**config.mk**
```make
export PLATFORM = sky130hd
export DESIGN_NAME = btb_update_scheduler
export DESIGN_NICKNAME = d
export VERILOG_FILES = /design/src/rtl/btb_update_scheduler.sv
export SDC_FILE = /design/constraint.sdc
export NUM_CORES = 1
export LEC_CHECK = 0
export BUFFER_PORTS_ARGS = -buffer_cell sky130_fd_sc_hd__buf_2
export CELL_PAD_IN_SITES_DETAIL_PLACEMENT = 0
export CELL_PAD_IN_SITES_GLOBAL_PLACEMENT = 2
export CORE_MARGIN = 1
export CORE_UTILIZATION = 25
export DETAILED_ROUTE_END_ITERATION = 16
export GPL_ROUTABILITY_DRIVEN = 0
export PLACE_DENSITY_LB_ADDON = 0.1
export SKIP_CTS_REPAIR_TIMING = 1
export SLEW_MARGIN = 20
export SYNTH_ARGS = -nofsm -noshare
export SYNTH_HDL_FRONTEND = slang
export SYNTH_SLANG_ARGS = --single-unit
```
**constraint.sdc**
```tcl
create_clock -name clk_i -period 7.1 [get_ports clk_i]
set_input_delay 1.42 -clock clk_i [delete_from_list [all_inputs] [get_ports clk_i]]
set_output_delay 1.42 -clock clk_i [all_outputs]
set_load 0.02 [all_outputs]
```
**src/rtl/btb_update_scheduler.sv**
```systemverilog
// -----------------------------------------------------------------------------
// btb_update_scheduler
//
// Purpose:
//   Serialises every write into the BTB's single update port. Two branch
//   resolution sources post outcomes into a shared QUEUE_DEPTH-entry FIFO.
//   One entry drains per cycle in which the BTB port is free. On flush_req_i
//   the queue is dropped and a full-table invalidation walk writes
//   NUM_ENTRIES zeroed entries.
//
// Optional feature (macro BTB_UPD_COALESCE_EN):
//   An accepted update whose PC matches a live queued entry rewrites that
//   entry in place and does not take a new slot. The head entry being popped
//   this cycle is not a candidate. Without the macro no PC comparators exist.
//
// Ports:
//   clk_i, rst_i                      clock, synchronous active-high reset
//   res{0,1}_valid_i                  source k presents an update
//   res{0,1}_pc_i/_taken_i/_target_i  update payload
//   res{0,1}_ready_o                  source k accepted this cycle if valid
//   flush_req_i                       request full BTB invalidation
//   btb_stall_i                       BTB update port busy this cycle
//   update_btb_o                      BTB write strobe
//   update_pc_o, branch_target_o      write address / target
//   branch_outcome_o                  write outcome
//   flush_busy_o                      high during the invalidation walk
//   flush_done_o                      one-cycle pulse after the last walk write
//   queue_count_o                     occupied FIFO entries
// -----------------------------------------------------------------------------
module btb_update_scheduler #(
  parameter int QUEUE_DEPTH = 4,
  parameter int NUM_ENTRIES = 16
) (
  input  logic                               clk_i,
  input  logic                               rst_i,
  input  logic                               res0_valid_i,
  input  logic [31:0]                        res0_pc_i,
  input  logic                               res0_taken_i,
  input  logic [31:0]                        res0_target_i,
  output logic                               res0_ready_o,
  input  logic                               res1_valid_i,
  input  logic [31:0]                        res1_pc_i,
  input  logic                               res1_taken_i,
  input  logic [31:0]                        res1_target_i,
  output logic                               res1_ready_o,
  input  logic                               flush_req_i,
  input  logic                               btb_stall_i,
  output logic                               update_btb_o,
  output logic [31:0]                        update_pc_o,
  output logic                               branch_outcome_o,
  output logic [31:0]                        branch_target_o,
  output logic                               flush_busy_o,
  output logic                               flush_done_o,
  output logic [$clog2(QUEUE_DEPTH+1)-1:0]   queue_count_o
);

  localparam int PTR_W    = $clog2(QUEUE_DEPTH);
  localparam int CNT_W    = $clog2(QUEUE_DEPTH + 1);
  localparam int IDX_BITS = $clog2(NUM_ENTRIES);

  localparam logic [CNT_W-1:0]    DEPTH_C    = CNT_W'(QUEUE_DEPTH);
  localparam logic [IDX_BITS-1:0] LAST_IDX_C = IDX_BITS'(NUM_ENTRIES - 1);

  typedef enum logic {ST_IDLE, ST_FLUSH} state_e;

  state_e               state_q, state_d;
  logic [CNT_W-1:0]     count_q, count_d;
  logic [PTR_W-1:0]     head_q, head_d;
  logic [PTR_W-1:0]     tail_q, tail_d;
  logic                 rr_q, rr_d;
  logic [IDX_BITS-1:0]  walk_idx_q, walk_idx_d;
  logic                 flush_done_q, flush_done_d;

  // FIFO storage; no reset needed because an entry is only read while live.
  logic [31:0]          pc_mem     [QUEUE_DEPTH];
  logic                 taken_mem  [QUEUE_DEPTH];
  logic [31:0]          target_mem [QUEUE_DEPTH];

  logic [CNT_W-1:0]       space;
  logic                   idle_open;
  logic                   rdy0, rdy1;
  logic                   acc0, acc1;
  logic                   deq;
  logic                   wr_flush;
  logic                   new0, new1;
  logic                   same_pc;
  logic [QUEUE_DEPTH-1:0] hit0_vec, hit1_vec;
  logic [QUEUE_DEPTH-1:0] wr0_vec, wr1_vec;
  logic [PTR_W-1:0]       slot0, slot1;

  // ---------------------------------------------------------------------------
  // Handshake and drain decisions (space uses the pre-dequeue count).
  // ---------------------------------------------------------------------------
  assign space     = DEPTH_C - count_q;
  assign idle_open = (state_q == ST_IDLE) && !flush_req_i;

  // With one free slot only the round-robin favoured source may enqueue.
  assign rdy0 = idle_open && ((space >= CNT_W'(2)) || ((space == CNT_W'(1)) && !rr_q));
  assign rdy1 = idle_open && ((space >= CNT_W'(2)) || ((space == CNT_W'(1)) &&  rr_q));

  assign acc0 = res0_valid_i && rdy0;
  assign acc1 = res1_valid_i && rdy1;

  assign deq      = idle_open && (count_q != '0) && !btb_stall_i;
  assign wr_flush = (state_q == ST_FLUSH) && !btb_stall_i;

  // ---------------------------------------------------------------------------
  // PC match against live queue entries (coalescing build only).
  // ---------------------------------------------------------------------------
`ifdef BTB_UPD_COALESCE_EN
  generate
    for (genvar gi = 0; gi < QUEUE_DEPTH; gi++) begin : g_match
      logic [PTR_W-1:0] offset;
      logic             live;
      // Distance from head decides whether slot gi holds a queued entry;
      // the head being popped this cycle is excluded from matching.
      assign offset       = PTR_W'(gi) - head_q;
      assign live         = (CNT_W'(offset) < count_q) && !(deq && (offset == '0));
      assign hit0_vec[gi] = live && (pc_mem[gi] == res0_pc_i);
      assign hit1_vec[gi] = live && (pc_mem[gi] == res1_pc_i);
    end
  endgenerate
  assign same_pc = (res0_pc_i == res1_pc_i);
`else
  assign hit0_vec = '0;
  assign hit1_vec = '0;
  assign same_pc  = 1'b0;
`endif

  // A source takes a new slot only when it did not merge. When both sources
  // carry the same PC, res1 lands wherever res0 went, so it never allocates.
  assign new0  = acc0 && !(|hit0_vec);
  assign new1  = acc1 && !(|hit1_vec) && !(acc0 && same_pc);
  assign slot0 = tail_q;
  assign slot1 = tail_q + PTR_W'(new0);

  generate
    for (genvar gi = 0; gi < QUEUE_DEPTH; gi++) begin : g_wsel
      assign wr0_vec[gi] = (acc0 && hit0_vec[gi]) ||
                           (new0 && (slot0 == PTR_W'(gi)));
      assign wr1_vec[gi] = (acc1 && hit1_vec[gi]) ||
                           (new1 && (slot1 == PTR_W'(gi))) ||
                           (acc1 && same_pc && new0 && (slot0 == PTR_W'(gi)));
    end
  endgenerate

  // res1 has priority on a shared slot so it lands after res0.
  always_ff @(posedge clk_i) begin
    for (int i = 0; i < QUEUE_DEPTH; i++) begin
      if (wr1_vec[i]) begin
        pc_mem[i]     <= res1_pc_i;
        taken_mem[i]  <= res1_taken_i;
        target_mem[i] <= res1_target_i;
      end else if (wr0_vec[i]) begin
        pc_mem[i]     <= res0_pc_i;
        taken_mem[i]  <= res0_taken_i;
        target_mem[i] <= res0_target_i;
      end
    end
  end

  // ---------------------------------------------------------------------------
  // State register
  // ---------------------------------------------------------------------------
  always_ff @(posedge clk_i) begin
    if (rst_i) begin
      state_q      <= ST_IDLE;
      count_q      <= '0;
      head_q       <= '0;
      tail_q       <= '0;
      rr_q         <= 1'b0;
      walk_idx_q   <= '0;
      flush_done_q <= 1'b0;
    end else begin
      state_q      <= state_d;
      count_q      <= count_d;
      head_q       <= head_d;
      tail_q       <= tail_d;
      rr_q         <= rr_d;
      walk_idx_q   <= walk_idx_d;
      flush_done_q <= flush_done_d;
    end
  end

  // ---------------------------------------------------------------------------
  // Next-state logic
  // ---------------------------------------------------------------------------
  always_comb begin
    state_d = state_q;
    case (state_q)
      ST_IDLE:  if (flush_req_i) state_d = ST_FLUSH;
      ST_FLUSH: if (wr_flush && (walk_idx_q == LAST_IDX_C)) state_d = ST_IDLE;
      default:  state_d = ST_IDLE;
    endcase
  end

  // Queue pointers, arbitration and walk index.
  always_comb begin
    count_d      = count_q;
    head_d       = head_q;
    tail_d       = tail_q;
    rr_d         = rr_q;
    walk_idx_d   = walk_idx_q;
    flush_done_d = 1'b0;
    if (state_q == ST_FLUSH) begin
      if (wr_flush) begin
        // Power-of-two table: the increment wraps to 0 after the last entry.
        walk_idx_d = walk_idx_q + 1'b1;
        if (walk_idx_q == LAST_IDX_C) flush_done_d = 1'b1;
      end
    end else if (flush_req_i) begin
      count_d    = '0;
      head_d     = tail_q;
      walk_idx_d = '0;
    end else begin
      if ((acc0 || acc1) && (space == CNT_W'(1))) rr_d = !rr_q;
      head_d  = head_q + PTR_W'(deq);
      tail_d  = tail_q + PTR_W'(new0) + PTR_W'(new1);
      count_d = count_q + CNT_W'(new0) + CNT_W'(new1) - CNT_W'(deq);
    end
  end

  // ---------------------------------------------------------------------------
  // Output logic
  // ---------------------------------------------------------------------------
  always_comb begin
    res0_ready_o     = 1'b0;
    res1_ready_o     = 1'b0;
    update_btb_o     = 1'b0;
    update_pc_o      = '0;
    branch_outcome_o = 1'b0;
    branch_target_o  = '0;
    flush_busy_o     = 1'b0;
    case (state_q)
      ST_IDLE: begin
        res0_ready_o = rdy0;
        res1_ready_o = rdy1;
        if (deq) begin
          update_btb_o     = 1'b1;
          update_pc_o      = pc_mem[head_q];
          branch_outcome_o = taken_mem[head_q];
          branch_target_o  = target_mem[head_q];
        end
      end
      ST_FLUSH: begin
        flush_busy_o = 1'b1;
        if (wr_flush) begin
          update_btb_o = 1'b1;
          update_pc_o  = 32'({walk_idx_q, 2'b00});
        end
      end
      default: ;
    endcase
  end

  assign flush_done_o  = flush_done_q;
  assign queue_count_o = count_q;

endmodule

```
==> metrics.txt <==
# TYPE chip_impl_metric gauge
chip_impl_metric{name="share_comb_of_total_power",unit="%"} 9.5
chip_impl_metric{name="drt-pass1-iter-count",unit=""} 6
chip_impl_metric{name="postRouteAntennaNets",unit=""} 0
chip_impl_metric{name="finalCritPeriodShare",unit="%"} 64.3
chip_impl_info{name="ys_dominant_reg_cell",value="sky130_fd_sc_hd__edfxtp_1"} 1
chip_impl_metric{name="post_synthesis_instance_total",unit=""} 828
chip_impl_info{name="timing.critical_path.max_delay_family",value="simple AND/OR/NAND/NOR gates"} 1
chip_impl_metric{name="port_buffers",unit=""} 208
chip_impl_metric{name="hpwlAfterDp",unit="µm"} 24000
chip_impl_metric{name="power.share.switching",unit="%"} 23.2
chip_impl_metric{name="worst-path-max-fanout",unit=""} 39
chip_impl_metric{name="tns",unit="ns"} 0
chip_impl_metric{name="cts_inserted_buffers",unit=""} 39
chip_impl_metric{name="ys_warn_count",unit=""} 0
chip_impl_info{name="synth_top_cell_by_area",value="sky130_fd_sc_hd__edfxtp_1"} 1
chip_impl_info{name="ctsRootBufferMaster",value="sky130_fd_sc_hd__clkbuf_16"} 1
chip_impl_metric{name="irDropWorstVdd",unit="V"} 0.000136
chip_impl_metric{name="core_area",unit="µm²"} 56900
chip_impl_metric{name="first_global_vias",unit=""} 8909
chip_impl_metric{name="final_hold_violating_endpoints",unit=""} 0
chip_impl_metric{name="antenna_found_initial",unit=""} 7
chip_impl_info{name="status",value="finished clean"} 1
chip_impl_metric{name="groute.usage.overall",unit="%"} 13.9
chip_impl_metric{name="final_core_util",unit="%"} 30.6
chip_impl_info{name="path_common_cell",value="sky130_fd_sc_hd__ha_1"} 1
chip_impl_metric{name="boundaryPins",unit=""} 209
chip_impl_metric{name="die_w",unit="µm"} 243
chip_impl_metric{name="clock-sinks",unit=""} 276
chip_impl_metric{name="avgSynthCellArea",unit="µm²"} 17.5
chip_impl_metric{name="async_flop_share",unit="%"} 0
chip_impl_metric{name="std_cell_rows",unit=""} 87
chip_impl_metric{name="drtIter0Drc",unit=""} 315
chip_impl_info{name="synth_top_cells_by_count",value="sky130_fd_sc_hd__edfxtp_1, sky130_fd_sc_hd__mux2_2, sky130_fd_sc_hd__mux2_4, sky130_fd_sc_hd__mux4_2, sky130_fd_sc_hd__and2_1"} 1
chip_impl_metric{name="path_clk_slew",unit="ns"} 0.05
chip_impl_metric{name="finalNetCount",unit=""} 1185
chip_impl_metric{name="grt_start_max_net_pins",unit=""} 66
chip_impl_metric{name="cellPowerDensity",unit="nW/µm²"} 228
chip_impl_metric{name="grt_overflow",unit=""} 0
chip_impl_metric{name="max_slew_margin",unit="%"} 34.7
chip_impl_metric{name="internal_power",unit="W"} 0.00305
chip_impl_metric{name="area_delta_synth_final",unit="%"} 19.8
chip_impl_info{name="synth.most_common_cell",value="sky130_fd_sc_hd__edfxtp_1"} 1
chip_impl_metric{name="clkLatencyLatePin",unit="ns"} 0.55
chip_impl_metric{name="clock_share_of_power",unit="%"} 43.4
chip_impl_metric{name="final.min_clock_period",unit="ns"} 4.56
chip_impl_metric{name="finalMaxSlewViolations",unit=""} 0
chip_impl_metric{name="vias",unit=""} 8092
chip_impl_metric{name="post_synth_num_cell_types",unit=""} 47
chip_impl_metric{name="floorplan.initialDensity",unit="%"} 25.5
chip_impl_metric{name="setup_violations",unit=""} 0
chip_impl_metric{name="htree_levels",unit=""} 2
chip_impl_info{name="grt_setup_unrepaired",value="false"} 1
chip_impl_metric{name="fmax",unit="MHz"} 219
chip_impl_metric{name="tightest_slew",unit="ns"} 0.979
chip_impl_metric{name="drive_above_1_share",unit="%"} 57.4
chip_impl_metric{name="power_switching",unit="W"} 0.000922
chip_impl_metric{name="post-route-drc-count",unit=""} 0
chip_impl_metric{name="die_area",unit="µm²"} 59100
chip_impl_metric{name="die_h",unit="µm"} 243
chip_impl_info{name="setup.worst_path.end_class",value="flip-flop"} 1
chip_impl_metric{name="p_leak",unit="nW"} 6.19
chip_impl_metric{name="num-fill-cells",unit=""} 5679
chip_impl_metric{name="max_stage_delay",unit="ns"} 0.91
chip_impl_metric{name="skew",unit="ns"} 0.0113
chip_impl_metric{name="cp.buffers_inverters",unit=""} 3
chip_impl_metric{name="clock_path_buffers",unit=""} 3
chip_impl_metric{name="part_of_the_power_in_registers",unit="%"} 47.1
chip_impl_metric{name="ys_seq_area_share",unit="%"} 56.0
chip_impl_info{name="hp-class",value="reg2reg"} 1
chip_impl_metric{name="cap_viol_max_count",unit=""} 0
chip_impl_metric{name="number_of_enable_type_register_cells_in_the_synthesized_netlist",unit=""} 260
chip_impl_metric{name="synth_largest_type_area_fraction",unit="%"} 53.8
chip_impl_info{name="startpoint_type_of_the_worst_setup_path",value="flip-flop"} 1
chip_impl_metric{name="post_synth_instance_area",unit="µm²"} 14500
chip_impl_info{name="timing.critical_path.slowest_stage_cell",value="sky130_fd_sc_hd__and4_4"} 1
chip_impl_info{name="crit_path_cell_trace",value="inv_1 -> ha_1 -> ha_1 -> or3b_1 -> o211ai_4 -> inv_2 -> ha_1 -> nor4_1 -> o211ai_1 -> and4_4 -> buf_12 -> mux2_2"} 1
chip_impl_metric{name="critPathRequiredTime",unit="ns"} 7.39
chip_impl_metric{name="arrival_worst_endpoint",unit="ns"} 4.85
chip_impl_info{name="yosys-top-cells-area",value="sky130_fd_sc_hd__edfxtp_1, sky130_fd_sc_hd__mux2_2, sky130_fd_sc_hd__mux2_4"} 1
chip_impl_metric{name="detail_route.wirelength",unit="µm"} 40900
chip_impl_metric{name="grt_pass1_wl",unit="µm"} 60200
chip_impl_info{name="tritoncts",value="yes"} 1
chip_impl_metric{name="postSynthRegisterBits",unit=""} 276
chip_impl_metric{name="vias_per_instance",unit=""} 4.44
chip_impl_info{name="critical_path_class",value="reg2reg"} 1
chip_impl_metric{name="synth.net_count",unit=""} 975
chip_impl_metric{name="wl_per_cell",unit="µm"} 22.4
[power by group through the flow]
| stage | Sequential [W] | Combinational, W | Clock, W |
|---|---|---|---|
| 2_1_floorplan | 0.00190 | 0.000241 | 0 |
| 3_3_place_gp | 0.00190 | 0.000388 | 0 |
| 3_5_place_dp | 0.00190 | 0.000386 | 0 |
| 4_1_cts | 0.00187 | 0.000389 | 0.00180 |
| 5_1_grt | 0.00187 | 0.000414 | 0.00185 |
| 6_report | 0.00187 | 0.000378 | 0.00173 |
[cells by family (layout without fill, tap and decap cells)]
logic type               after synthesis  count (layout)  synth area share, %
AND/OR/NAND/NOR                      111             111                 4.53
multiplexers                         327             327                 33.0
XOR/XNOR                               5               5                0.302
AO/OA/AOI/OAI                         34              34                 1.64
adder cells (fa/ha/maj)               11              11                 1.05
flip-flops                           276             276                 56.0
other                                  0               3                    0
buffers and inverters                 64             301                 3.55
[flip-flops by register name (all words and copies together), names as in the netlist, named ones only]
signal	flops
flush_done_o	1
head_q	2
pc_mem	128
queue_count_o	3
rr_q	1
slot0	2
state_q	1
taken_mem	4
target_mem	128
walk_idx_q	4
[layout make-up]
class,count,area [µm²],share of cell area [%]
Sequential cell,276,8140,46.7
Multi-Input combinational cell,488,5940,34.2
Timing Repair Buffer,226,1240,7.12
Clock buffer,50,1020,5.85
Tap cell,756,946,5.44
Clock inverter,18,88.8,0.510
Inverter,7,26.3,0.151
Antenna cell,3,7.51,0.0431
[metrics by stage]
step	total power [W]	cells	hold slack (ns)	setup slack [ns]	instance area (µm²)
6_report	0.00397	1824	0.498	2.54	17400
5_1_grt	0.00414	1823	0.554	2.22	17400
4_1_cts	0.00406	1821	0.503	2.48	17400
3_5_place_dp	0.00229	1753	0.493	2.07	16300
3_3_place_gp	0.00229	1753	0.489	2.17	16300
2_1_floorplan	0.00214	828	0.461	0.683	14500
[worst register-to-register path: stages, from the launching register on]
cell,delay [ns]
sky130_fd_sc_hd__dfxtp_1,0.49
sky130_fd_sc_hd__inv_1,0.08
sky130_fd_sc_hd__ha_1,0.19
sky130_fd_sc_hd__ha_1,0.28
sky130_fd_sc_hd__or3b_1,0.51
sky130_fd_sc_hd__o211ai_4,0.29
sky130_fd_sc_hd__inv_2,0.10
sky130_fd_sc_hd__ha_1,0.41
sky130_fd_sc_hd__nor4_1,0.08
sky130_fd_sc_hd__o211ai_1,0.18
sky130_fd_sc_hd__and4_4,0.91
sky130_fd_sc_hd__buf_12,0.42
sky130_fd_sc_hd__mux2_2,0.38
[layout by cell type, fill, tap and decap left out, types with 6 or more instances in the layout]
master,count
sky130_fd_sc_hd__mux2_2,161
sky130_fd_sc_hd__inv_1,6
sky130_fd_sc_hd__nor2_1,20
sky130_fd_sc_hd__a21oi_1,12
sky130_fd_sc_hd__clkbuf_1,11
sky130_fd_sc_hd__and2_1,62
sky130_fd_sc_hd__mux2_4,100
sky130_fd_sc_hd__clkinv_1,12
sky130_fd_sc_hd__dfxtp_1,14
sky130_fd_sc_hd__buf_4,13
sky130_fd_sc_hd__clkbuf_16,39
sky130_fd_sc_hd__buf_2,208
sky130_fd_sc_hd__edfxtp_1,260
sky130_fd_sc_hd__mux4_2,65
sky130_fd_sc_hd__ha_1,9
[worst paths after layout]
kind	endpoint	slack, ns	cells past startpoint	start
worst max-delay path	target_mem[2][31]	2.54	12	queue_count_o[1]
worst min-delay path	queue_count_o[2]	0.50	2	queue_count_o[2]
worst max register to register	target_mem[2][31]	2.54	12	queue_count_o[1]
worst min register to register	queue_count_o[2]	0.50	2	queue_count_o[2]
[per-layer routing]
metal / share of wire, % / routed length [µm] / GRT usage, %
met3: 3.8 / 1570 / 2.90
met5: 0.12 / 49 / 0
met2: 50 / 20300 / 23.7
met4: 1.8 / 752 / 4.07
met1: 44 / 18200 / 17.5
No activity file was read; power rests on OpenSTA's default activity.
